**config.mk**
```make
export PLATFORM = sky130hd
export DESIGN_NAME = equiv_vec_seq
export DESIGN_NICKNAME = d
export VERILOG_FILES = /design/src/rtl/equiv_pkg.sv /design/src/rtl/equiv_vec_seq.sv
export SDC_FILE = /design/constraint.sdc
export NUM_CORES = 1
export LEC_CHECK = 0
export CAP_MARGIN = 0
export CORE_AREA = 2 2 43 45
export DETAILED_ROUTE_END_ITERATION = 10
export DIE_AREA = 0 0 45 47
export PLACE_DENSITY = 0.78
export REMOVE_ABC_BUFFERS = 1
export SLEW_MARGIN = 15
export SYNTH_ARGS = -nofsm -noshare
export SYNTH_HDL_FRONTEND = slang
export SYNTH_SLANG_ARGS = --single-unit
```
**constraint.sdc**
```tcl
create_clock -name clk -period 3 [get_ports clk]
set_input_delay 0.3 -clock clk [delete_from_list [all_inputs] [get_ports clk]]
set_output_delay 0.3 -clock clk [all_outputs]
set_load 0.1 [all_outputs]
```
**src/rtl/equiv_pkg.sv**
```systemverilog
// Purpose: shared types, sweep-mode encodings and the index-to-stimulus
//          code conversion for the exhaustive equivalence checker.
// Contents:
//   state_e  - checker FSM states
//   MODE_*   - sweep order encodings (mode value 3 falls back to binary-up)
//   code_of  - maps a sweep index to the stimulus vector for a given order
package equiv_pkg;

  typedef enum logic [1:0] {
    IDLE = 2'd0,
    RUN  = 2'd1,
    DONE = 2'd2
  } state_e;

  localparam logic [1:0] MODE_UP   = 2'd0;
  localparam logic [1:0] MODE_GRAY = 2'd1;
  localparam logic [1:0] MODE_DOWN = 2'd2;

  // Widest stimulus the conversion supports; callers truncate to IN_W.
  localparam int CODE_W = 32;

  // Callers pass the index zero-extended to CODE_W and keep the low bits,
  // so the Gray shift and the down inversion behave as if done at IN_W.
  function automatic logic [CODE_W-1:0] code_of(input logic [CODE_W-1:0] idx,
                                                input logic [1:0]        mode);
    case (mode)
      MODE_GRAY: code_of = idx ^ (idx >> 1);
      MODE_DOWN: code_of = ~idx;
      default:   code_of = idx;
    endcase
  endfunction

endpackage

```
**src/rtl/equiv_vec_seq.sv**
```systemverilog
// Purpose: stimulus sequencer. Walks the sweep index 0 .. 2^IN_W-1, holds
//          each vector for SETTLE+1 cycles and drives the registered
//          stimulus bus in the latched sweep order.
// Ports:
//   clk, rst_n  - clock, asynchronous active-low reset
//   load_i      - start accepted this edge: index 0, hold SETTLE, latch mode
//   adv_i       - sweep advancing this edge (RUN and not aborting)
//   mode_i      - sweep order sampled on load_i
//   vec_o       - registered stimulus vector
//   cmp_o       - hold counter exhausted: this edge is a compare edge
//   last_o      - current vector is the final one of the sweep
module equiv_vec_seq
  import equiv_pkg::*;
#(
  parameter int IN_W   = 4,
  parameter int SETTLE = 1
) (
  input  logic            clk,
  input  logic            rst_n,
  input  logic            load_i,
  input  logic            adv_i,
  input  logic [1:0]      mode_i,
  output logic [IN_W-1:0] vec_o,
  output logic            cmp_o,
  output logic            last_o
);

  localparam int HOLD_W = (SETTLE < 1) ? 1 : $clog2(SETTLE + 1);
  localparam logic [HOLD_W-1:0] HOLD_INIT = HOLD_W'(SETTLE);
  // One spare index bit keeps the terminal value distinct from a wrap.
  localparam logic [IN_W:0] IDX_LAST = {1'b0, {IN_W{1'b1}}};

  logic [IN_W:0]     idx_q, idx_d, idx_inc;
  logic [HOLD_W-1:0] hold_q, hold_d;
  logic [1:0]        mode_q, mode_d;
  logic [IN_W-1:0]   vec_q, vec_d;
  logic [IN_W-1:0]   code_idx;
  logic [1:0]        code_mode;

  assign idx_inc = idx_q + (IN_W + 1)'(1);
  assign cmp_o   = (hold_q == '0);
  assign last_o  = (idx_q == IDX_LAST);
  assign vec_o   = vec_q;

  // On load the new mode is not yet registered, so convert with mode_i.
  assign code_idx  = load_i ? '0 : idx_inc[IN_W-1:0];
  assign code_mode = load_i ? mode_i : mode_q;

  always_comb begin
    idx_d  = idx_q;
    hold_d = hold_q;
    mode_d = mode_q;
    vec_d  = vec_q;
    if (load_i) begin
      idx_d  = '0;
      hold_d = HOLD_INIT;
      mode_d = mode_i;
      vec_d  = IN_W'(code_of(CODE_W'(code_idx), code_mode));
    end else if (adv_i) begin
      if (hold_q != '0) begin
        hold_d = hold_q - HOLD_W'(1);
      end else if (!last_o) begin
        idx_d  = idx_inc;
        hold_d = HOLD_INIT;
        vec_d  = IN_W'(code_of(CODE_W'(code_idx), code_mode));
      end
    end
  end

  always_ff @(posedge clk or negedge rst_n) begin
    if (!rst_n) begin
      idx_q  <= '0;
      hold_q <= '0;
      mode_q <= MODE_UP;
      vec_q  <= '0;
    end else begin
      idx_q  <= idx_d;
      hold_q <= hold_d;
      mode_q <= mode_d;
      vec_q  <= vec_d;
    end
  end

endmodule

```
[Yosys cells after proc, flatten, opt, wreduce, memory -nomap -nowiden]
Cells that the tools add are included.
Cells by class
  multiplexer cells: 15
  eq/ne operators: 5
  $add $sub $neg: 2
  bitwise operators: 3
  reduce and logical (&&, ||, !) cells: 2
Operators with widths (number)
  4-bit 2-to-1 mux: 5
  5-bit 2-to-1 mux: 4
  4-bit case mux with 2 select lines: 1
  5-bit by 1-bit adder with 5-bit output (second input constant): 1
  5-bit by 4-bit equality test with 1-bit output (second input constant): 1
  1-bit 2-to-1 mux: 4
  2-bit inequality test (second input constant): 2
  4-bit NOT: 1
  4-bit by 3-bit bitwise XOR with 4-bit output: 1
  3-bit AND reduction: 1
  2-bit by 1-bit equality test with 1-bit output (second input constant): 1
  2-bit equality test (second input constant): 1
  2-bit 2-to-1 mux: 1
  2-bit nonzero test: 1
  1-bit NOT: 1
  1-bit subtractor (second input constant): 1
Word-level totals
  input port bits: 6
  register bits after elaboration: 12

[Logic depth before layout (Yosys ltp)]
Gate-level depths: netlist (run 1).
  depth in word-level cells: 8
  gate-level depth with buffers: 8
  gate-level depth less buffers: 7

[Least setup slack after synthesis (run 1)]
Ideal clock, no wire load.
  kind: register to register
  start: register idx_q[0]
  end: register hold_q
  setup slack: 0.564 ns
  library setup time: 0.155 ns
  stages on the path, launching flop included: 8
  period minus slack after synthesis: 2.436 ns
  arrival: 2.281 ns
  cells stage by stage: dfrtp_1 ha_1 and3_1 ha_1 nor3b_4 or2_1 buf_6 o21bai_1
On the way
  longest elaborated chain between the ends: 5
RTL lines
  start, declared: line equiv_vec_seq.sv:33  | logic [IN_W:0] idx_q, idx_d, idx_inc;
  start signal, assigned: line equiv_vec_seq.sv:77  | idx_q <= idx_d;
  5-bit by 4-bit equality test with 1-bit output: line equiv_vec_seq.sv:42  | assign last_o = (idx_q == IDX_LAST);
  named net last_o: line equiv_vec_seq.sv:25  | output logic last_o
  1-bit 2-to-1 mux: line equiv_vec_seq.sv:62  | end else if (!last_o) begin
  1-bit 2-to-1 mux: line equiv_vec_seq.sv:60  | if (hold_q != '0) begin
  1-bit 2-to-1 mux: line equiv_vec_seq.sv:59  | end else if (adv_i) begin
  1-bit 2-to-1 mux: line equiv_vec_seq.sv:54  | if (load_i) begin
  end signal, assigned: line equiv_vec_seq.sv:78  | hold_q <= hold_d;
  end, declared: line equiv_vec_seq.sv:34  | logic [HOLD_W-1:0] hold_q, hold_d;
The timed path passes the listed nets, and every way through them passes these cells. The select of a mux whose other input is x is not followed.
A chain may end at the register's enable or synchronous reset.

[Worst setup path after layout (run 1)]
  start: input load_i
  end: register vec_q[0], in the netlist vec_o[0]
On the way
  longest elaborated chain between the ends: 7
  elaborated cells between the ends (all ways): 15
  those cells by class: eq/ne: 4; mux: 7; bitwise: 2; reduce/logical: 2
RTL lines
  start, declared: line equiv_vec_seq.sv:20  | input logic load_i,
  2-bit 2-to-1 mux (*)
  named net code_mode[1]: line equiv_vec_seq.sv:38  | logic [1:0] code_mode;
  2-bit equality test or 2-bit by 1-bit equality test with 1-bit output (tied branches): line equiv_pkg.sv:26  | case (mode)
  4-bit case mux with 2 select lines (*): line equiv_pkg.sv:26
  4-bit 2-to-1 mux: line equiv_vec_seq.sv:62
  4-bit 2-to-1 mux: line equiv_vec_seq.sv:60
  4-bit 2-to-1 mux: line equiv_vec_seq.sv:59
  4-bit 2-to-1 mux (*): line equiv_vec_seq.sv:54
  end signal, assigned: line equiv_vec_seq.sv:80  | vec_q <= vec_d;
  end, declared: line equiv_vec_seq.sv:36  | logic [IN_W-1:0] vec_q, vec_d;
The timed path passes the listed nets; every way through them passes the cells marked *. The select of a mux whose other input is x is not followed.

==> results.json, run 1 <==
{
  "status": "completed",
  "final_common_cell": "dfrtp_1",
  "yosys_warnings": 0,
  "p_sw_frac": 0.371,
  "antenna_cells": 0,
  "post-route-util": 0.508,
  "leakagePower_uw": 0.000385,
  "hold_class": "in -> async",
  "drv_slew": 0,
  "routed_wl_um": 1250,
  "globalRouteTotalUtil": 0.140,
  "cts_buffer_depth": 2,
  "slowest_delay_ps": 780,
  "numPortBuffers": 11,
  "fin_nets": 93,
  "synth_top_cell_by_area": "dfrtp_1",
  "place.gp.congestion": 0.763,
  "die_h_um": 47,
  "grt_pass1_vias": 521,
  "grt_pass1_wl_um": 2110,
  "grt_max_degree": 15,
  "p_seq_frac": 0.390,
  "path_class": "in -> reg",
  "synth_adder_area_share": 0.0722,
  "syn_avg_cell_area_sq_um": 10.0,
  "fin_tns_setup_ps": 0,
  "finClkSkew_ps": 0.745,
  "drc": 0,
  "worst_slew_pin_slew_ps": 966,
  "combPwrFrac": 0.331,
  "syn_inst": 69,
  "yosys_register_bits": 12,
  "cts_root_buf": "clkbuf_4",
  "synth_area_leaders": "dfrtp_1, ha_1, mux2i_1",
  "die_w_um": 45,
  "synthSimpleGateAreaFrac": 0.191,
  "switching_power_uw": 175,
  "hold_buffers": 0,
  "cts_buffers": 3,
  "antenna_found_initial": 0,
  "drive_above_1_share": 0.0854,
  "avgRoutedWirePerCell_um": 12.7,
  "die_area_sq_mm": 0.00212,
  "yosysUniqueCellTypes": 26,
  "cp-start-kind": "input port",
  "drtPass1Iterations": 4,
  "ys_seq_area_frac": 0.433,
  "max_slew_margin": 0.354,
  "synthMuxAreaShare": 0.0722,
  "fin_crit_sh": 0.717,
  "area_growth_pct": 21.1,
  "cts_tree": "done",
  "io_pins": 12,
  "cts_repair_resize_count": 0,
  "synth_top_area_frac": 0.433,
  "power_frac_clock": 0.279,
  "hold_viol": 0,
  "drtAntennaViolNets": 0,
  "synth_compound_area_frac": 0.117,
  "crit_family": "buffers and inverters",
  "crit_chain": "clkdlybuf4s50_1 -> mux2i_1 -> inv_1 -> ha_1 -> nor2b_1 -> o21ai_0 -> a31oi_1",
  "rows": 15,
  "num_vias": 520,
  "power_density_mw_per_mm2": 562,
  "start_util": 0.420,
  "peakVddDrop_mv": 0.193,
  "htreeDepth": 1,
  "vias_per_cell": 5.25,
  "clock-sinks": 12,
  "final_cell_mix": "dfrtp_1, nor2_1, clkdlybuf4s50_1, mux2i_1, inv_1",
  "synth_top_family_by_area": "simple AND/OR/NAND/NOR gates",
  "dp_hpwl_um": 960,
  "clock_latency_ps": 280,
  "required_ps": 3210,
  "overflow": 0,
  "synth_xor_area_frac": 0.0632,
  "rsz0062_at_grt": "no",
  "internal_power_uw": 297,
  "postCtsSetupRepairBufs": 0,
  "arrival_ps": 2360,
  "cp_slowest_cell": "clkdlybuf4s50_1",
  "drt_iter0_markers": 11,
  "setup_violations": 0,
  "clk_pin_slew_ps": 80,
  "period_needed_ps": 2150,
  "synthesis.area_sq_um": 693,
  "whs_ps": 374,
  "clock.fmax_ghz": 0.465,
  "cp-end-kind": "register",
  "cp_max_fo": 14,
  "drv_cap": 0,
  "fillers": 153,
  "crit_buf_inv": 2,
  "core_sq_mm": 0.00165
}
[registers in the layout, summed over array words and instances (netlist names)]
name	cells
hold_q	1
idx_q	5
mode_q	2
vec_o	4
[final cells by class]
class                           count  area, sq um  area share
Multi-Input combinational cell     50          358       0.426
Sequential cell                    12          300       0.358
Timing Repair Buffer               11          105       0.125
Clock buffer                        4         36.3      0.0432
Tap cell                           17         21.3      0.0253
Inverter                            5         18.8      0.0224
[per-stage QoR]
step / worst slack, ps / instances / area [sq um] / total power [uW]
2_1_floorplan: 606 / 67 / 677 / 303
3_3_place_gp: 616 / 95 / 803 / 341
3_5_place_dp: 561 / 95 / 803 / 344
4_1_cts: 864 / 99 / 840 / 476
5_1_grt: 693 / 99 / 840 / 494
6_report: 849 / 99 / 840 / 472
[synthesized netlist by cell type]
| master | instances |
|---|---|
| dfrtp_1 | 12 |
| nor2_1 | 10 |
| inv_1 | 5 |
| mux2i_1 | 5 |
| ha_1 | 4 |
| a31oi_1 | 3 |
| o21ai_0 | 3 |
| xor2_1 | 3 |
| a21oi_1 | 2 |
| nand2_1 | 2 |
| nand3_1 | 2 |
| nor2b_1 | 2 |
| nor3b_1 | 2 |
| xnor2_1 | 2 |
| a211oi_1 | 1 |
| a21o_1 | 1 |
| a2bb2oi_1 | 1 |
| and3_1 | 1 |
| and4bb_1 | 1 |
| buf_2 | 1 |
| buf_6 | 1 |
| nand4_1 | 1 |
| nor3b_4 | 1 |
| o21bai_1 | 1 |
| o22ai_1 | 1 |
| or2_1 | 1 |
[worst paths after layout]
| check | endpoint | slack [ps] | startpoint | cells past startpoint |
|---|---|---|---|---|
| min in group clk | mode_q[1] | 530 | mode_q[1] | 2 |
| max in group asynchronous | idx_q[0] | 2270 | rst_n | 1 |
| max | vec_o[0] | 850 | load_i | 7 |
| min reg2reg | mode_q[1] | 530 | mode_q[1] | 2 |
| min | vec_o[0] | 370 | rst_n | 1 |
| max reg2reg | vec_o[2] | 920 | idx_q[0] | 7 |
[power by group through the flow]
stage | Combinational (uW) | Sequential [uW] | Clock, uW
after detailed placement | 157 | 187 | 0
after floorplan | 54.1 | 249 | 0
after global routing | 166 | 186 | 142
final | 156 | 184 | 132
after CTS | 157 | 184 | 135
after global placement | 154 | 187 | 0
[kinds of logic after synthesis]
kind of cell	count (synthesis)
flip-flops	12
AND/OR/NAND/NOR	23
adder cells (fa/ha/maj)	4
buffers and inverters	7
multiplexers	5
AO/OA/AOI/OAI	13
XOR/XNOR	5
[worst register-to-register path: cells and delay by family, from the launching register on]
kind	cells	cell delay (ps)
flops	1	440
fa+ha+maj	2	480
simple gates	4	950
compound gates	1	130
[metal layers]
layer	global-route usage	share of wire	up-vias
li1	-	-	263
met1	0.165	0.47	242
met2	0.226	0.47	13
met3	0.0346	0.040	2
met4	0.0941	0.014	0
met5	0	0	-
No activity file was read; power rests on OpenSTA's default activity.
==> run 2: changes to the inputs <==
==> constraint.sdc (replaced) <==
create_clock -name clk -period 2.19 [get_ports clk]
set_input_delay 0.219 -clock clk [delete_from_list [all_inputs] [get_ports clk]]
set_output_delay 0.219 -clock clk [all_outputs]
set_load 0.1 [all_outputs]
==> results.json, run 2 (synthesized netlist as in run 1, its figures left out) <==
{
  "start_util": 0.420,
  "drive_above_1_share": 0.165,
  "cp_slowest_cell": "dfrtp_1",
  "crit_top_cell": "ha_1",
  "max_slew_margin": 0.639,
  "rsz0062_at_grt": "no",
  "fin_tns_setup_ps": 0,
  "largest_reg_flops": 5,
  "r2r-start": "idx_q[0]",
  "die_h_um": 47,
  "overflow": 0,
  "total_power_uw": 642,
  "dp_hpwl_um": 998,
  "slowest_delay_ps": 450,
  "die_area_sq_mm": 0.00212,
  "cp-start-kind": "register",
  "globalRouteTotalUtil": 0.145,
  "drv_slew": 0,
  "worst_slew_pin_slew_ps": 539,
  "r2r-end": "idx_q[3]",
  "path_class": "reg -> reg",
  "regMostFlops": "idx_q",
  "routed_wl_um": 1280,
  "crit_chain": "ha_1 -> and3_1 -> ha_1 -> nor3b_4 -> buf_4 -> nand4_1 -> xor2_1 -> nor2_1",
  "clock_latency_ps": 270,
  "postCtsSetupRepairBufs": 0,
  "instances_no_fill": 102,
  "r2r_setup_slack_ps": 230,
  "clk_pin_slew_ps": 80,
  "grt_pass1_vias": 501,
  "cp_max_fo": 6,
  "leakagePower_uw": 0.000408,
  "fin_crit_sh": 0.894,
  "cts_repair_resize_count": 0,
  "area_growth_pct": 24.7,
  "grt_max_degree": 13,
  "antenna_found_initial": 0,
  "dpl.cell_count": 98,
  "grt_pass1_wl_um": 2170,
  "die_w_um": 45,
  "hold_class": "in -> async",
  "avgRoutedWirePerCell_um": 12.5,
  "arrival_ps": 2120,
  "place.gp.congestion": 0.752,
  "cts_tree": "done",
  "setup_violations": 0,
  "hold_viol": 0,
  "fin_nets": 96,
  "vias_per_cell": 5.28,
  "antenna_cells": 0,
  "drc": 0,
  "io_pins": 12,
  "cts_root_buf": "clkbuf_4",
  "htreeDepth": 1,
  "power_density_mw_per_mm2": 743,
  "drtPass1Iterations": 4,
  "hold_buffers": 0,
  "period_needed_ps": 1960,
  "rows": 15,
  "fillers": 159,
  "final_cell_mix": "dfrtp_1, nor2_1, buf_4",
  "clock.fmax_ghz": 0.511,
  "clock-sinks": 12,
  "status": "completed",
  "whs_ps": 298,
  "core_sq_mm": 0.00165,
  "r2r_cells": 8,
  "final_common_cell": "dfrtp_1",
  "finClkSkew_ps": 1.78,
  "required_ps": 2350,
  "final_area_sq_um": 865,
  "placed_area_sq_um": 828,
  "numPortBuffers": 11,
  "cts_buffer_depth": 2,
  "drtAntennaViolNets": 0,
  "peakVddDrop_mv": 0.230,
  "cp-end-kind": "register",
  "num_vias": 539,
  "drt_iter0_markers": 3,
  "drv_cap": 0,
  "cts_buffers": 3
}
==> run 2: cell count changes in the layout (fill, tap and decap cells not counted) <==
cell / before / now
buf_12: 0 / 1
clkdlybuf4s50_1: 9 / 5
buf_4: 2 / 8
==> run 2: power by group <==
part / switching (uW) / internal (uW) / leakage (uW) / total (uW)
Sequential: 11.7 / 241 / 0.000152 / 252
Clock: 73.7 / 101 / 0.0000210 / 175
Combinational: 151 / 63.8 / 0.000235 / 215
Total: 237 / 405 / 0.000408 / 642
==> run 2: critical path, delay by kind of cell, from the launching register on <==
| family | cells | cell delay [ps] |
|---|---|---|
| xor+xnor | 1 | 140 |
| fa+ha+maj | 2 | 520 |
| buf+inv | 1 | 170 |
| flops | 1 | 450 |
| simple gates | 4 | 570 |
==> run 2: routing by layer <==
| metal | part of all wire | wire (um) | vias to the layer above | GRT usage |
|---|---|---|---|---|
| met1 | 0.45 | 581 | 249 | 0.180 |
| met2 | 0.49 | 622 | 12 | 0.231 |
| li1 | - | - | 274 | - |
| met3 | 0.041 | 52 | 4 | 0.0346 |
| met5 | 0 | 0 | - | 0 |
| met4 | 0.017 | 22 | 0 | 0.0824 |
==> run 2: how the worst max path moves through the flow <==
stage	startpoint	to	slack (ps)	cells past startpoint
floorplan	idx_q[0]	hold_q	-200	6
global placement	load_i	vec_o[2]	180	7
detailed placement	load_i	vec_o[2]	110	7
CTS	idx_q[0]	idx_q[3]	200	8
global route	idx_q[0]	idx_q[3]	70	8
finish	idx_q[0]	idx_q[3]	230	8
==> run 2: cell type report <==
type / instances / area (sq um) / share of cell area
Clock buffer: 4 / 36.3 / 0.0420
Sequential cell: 12 / 300 / 0.347
Timing Repair Buffer: 14 / 130 / 0.151
Tap cell: 17 / 21.3 / 0.0246
Inverter: 5 / 18.8 / 0.0217
Multi-Input combinational cell: 50 / 358 / 0.414
==> run 2: through the flow <==
stage	setup WS [ps]	util
after detailed placement	105	0.502
after global placement	183	0.502
final	233	0.523
after CTS	205	0.523
after global routing	74.8	0.523
after floorplan	-204	-
==> run 3: changes to the inputs <==
--- a/config.mk
+++ b/config.mk
@@ -11,6 +11,7 @@
 export DIE_AREA = 0 0 45 47
 export PLACE_DENSITY = 0.78
 export REMOVE_ABC_BUFFERS = 1
+export SKIP_LAST_GASP = 1
 export SLEW_MARGIN = 15
 export SYNTH_ARGS = -nofsm -noshare
 export SYNTH_HDL_FRONTEND = slang
==> results of run 3 <==
The final DEF is identical to that of run 2; final timing and power are the same.
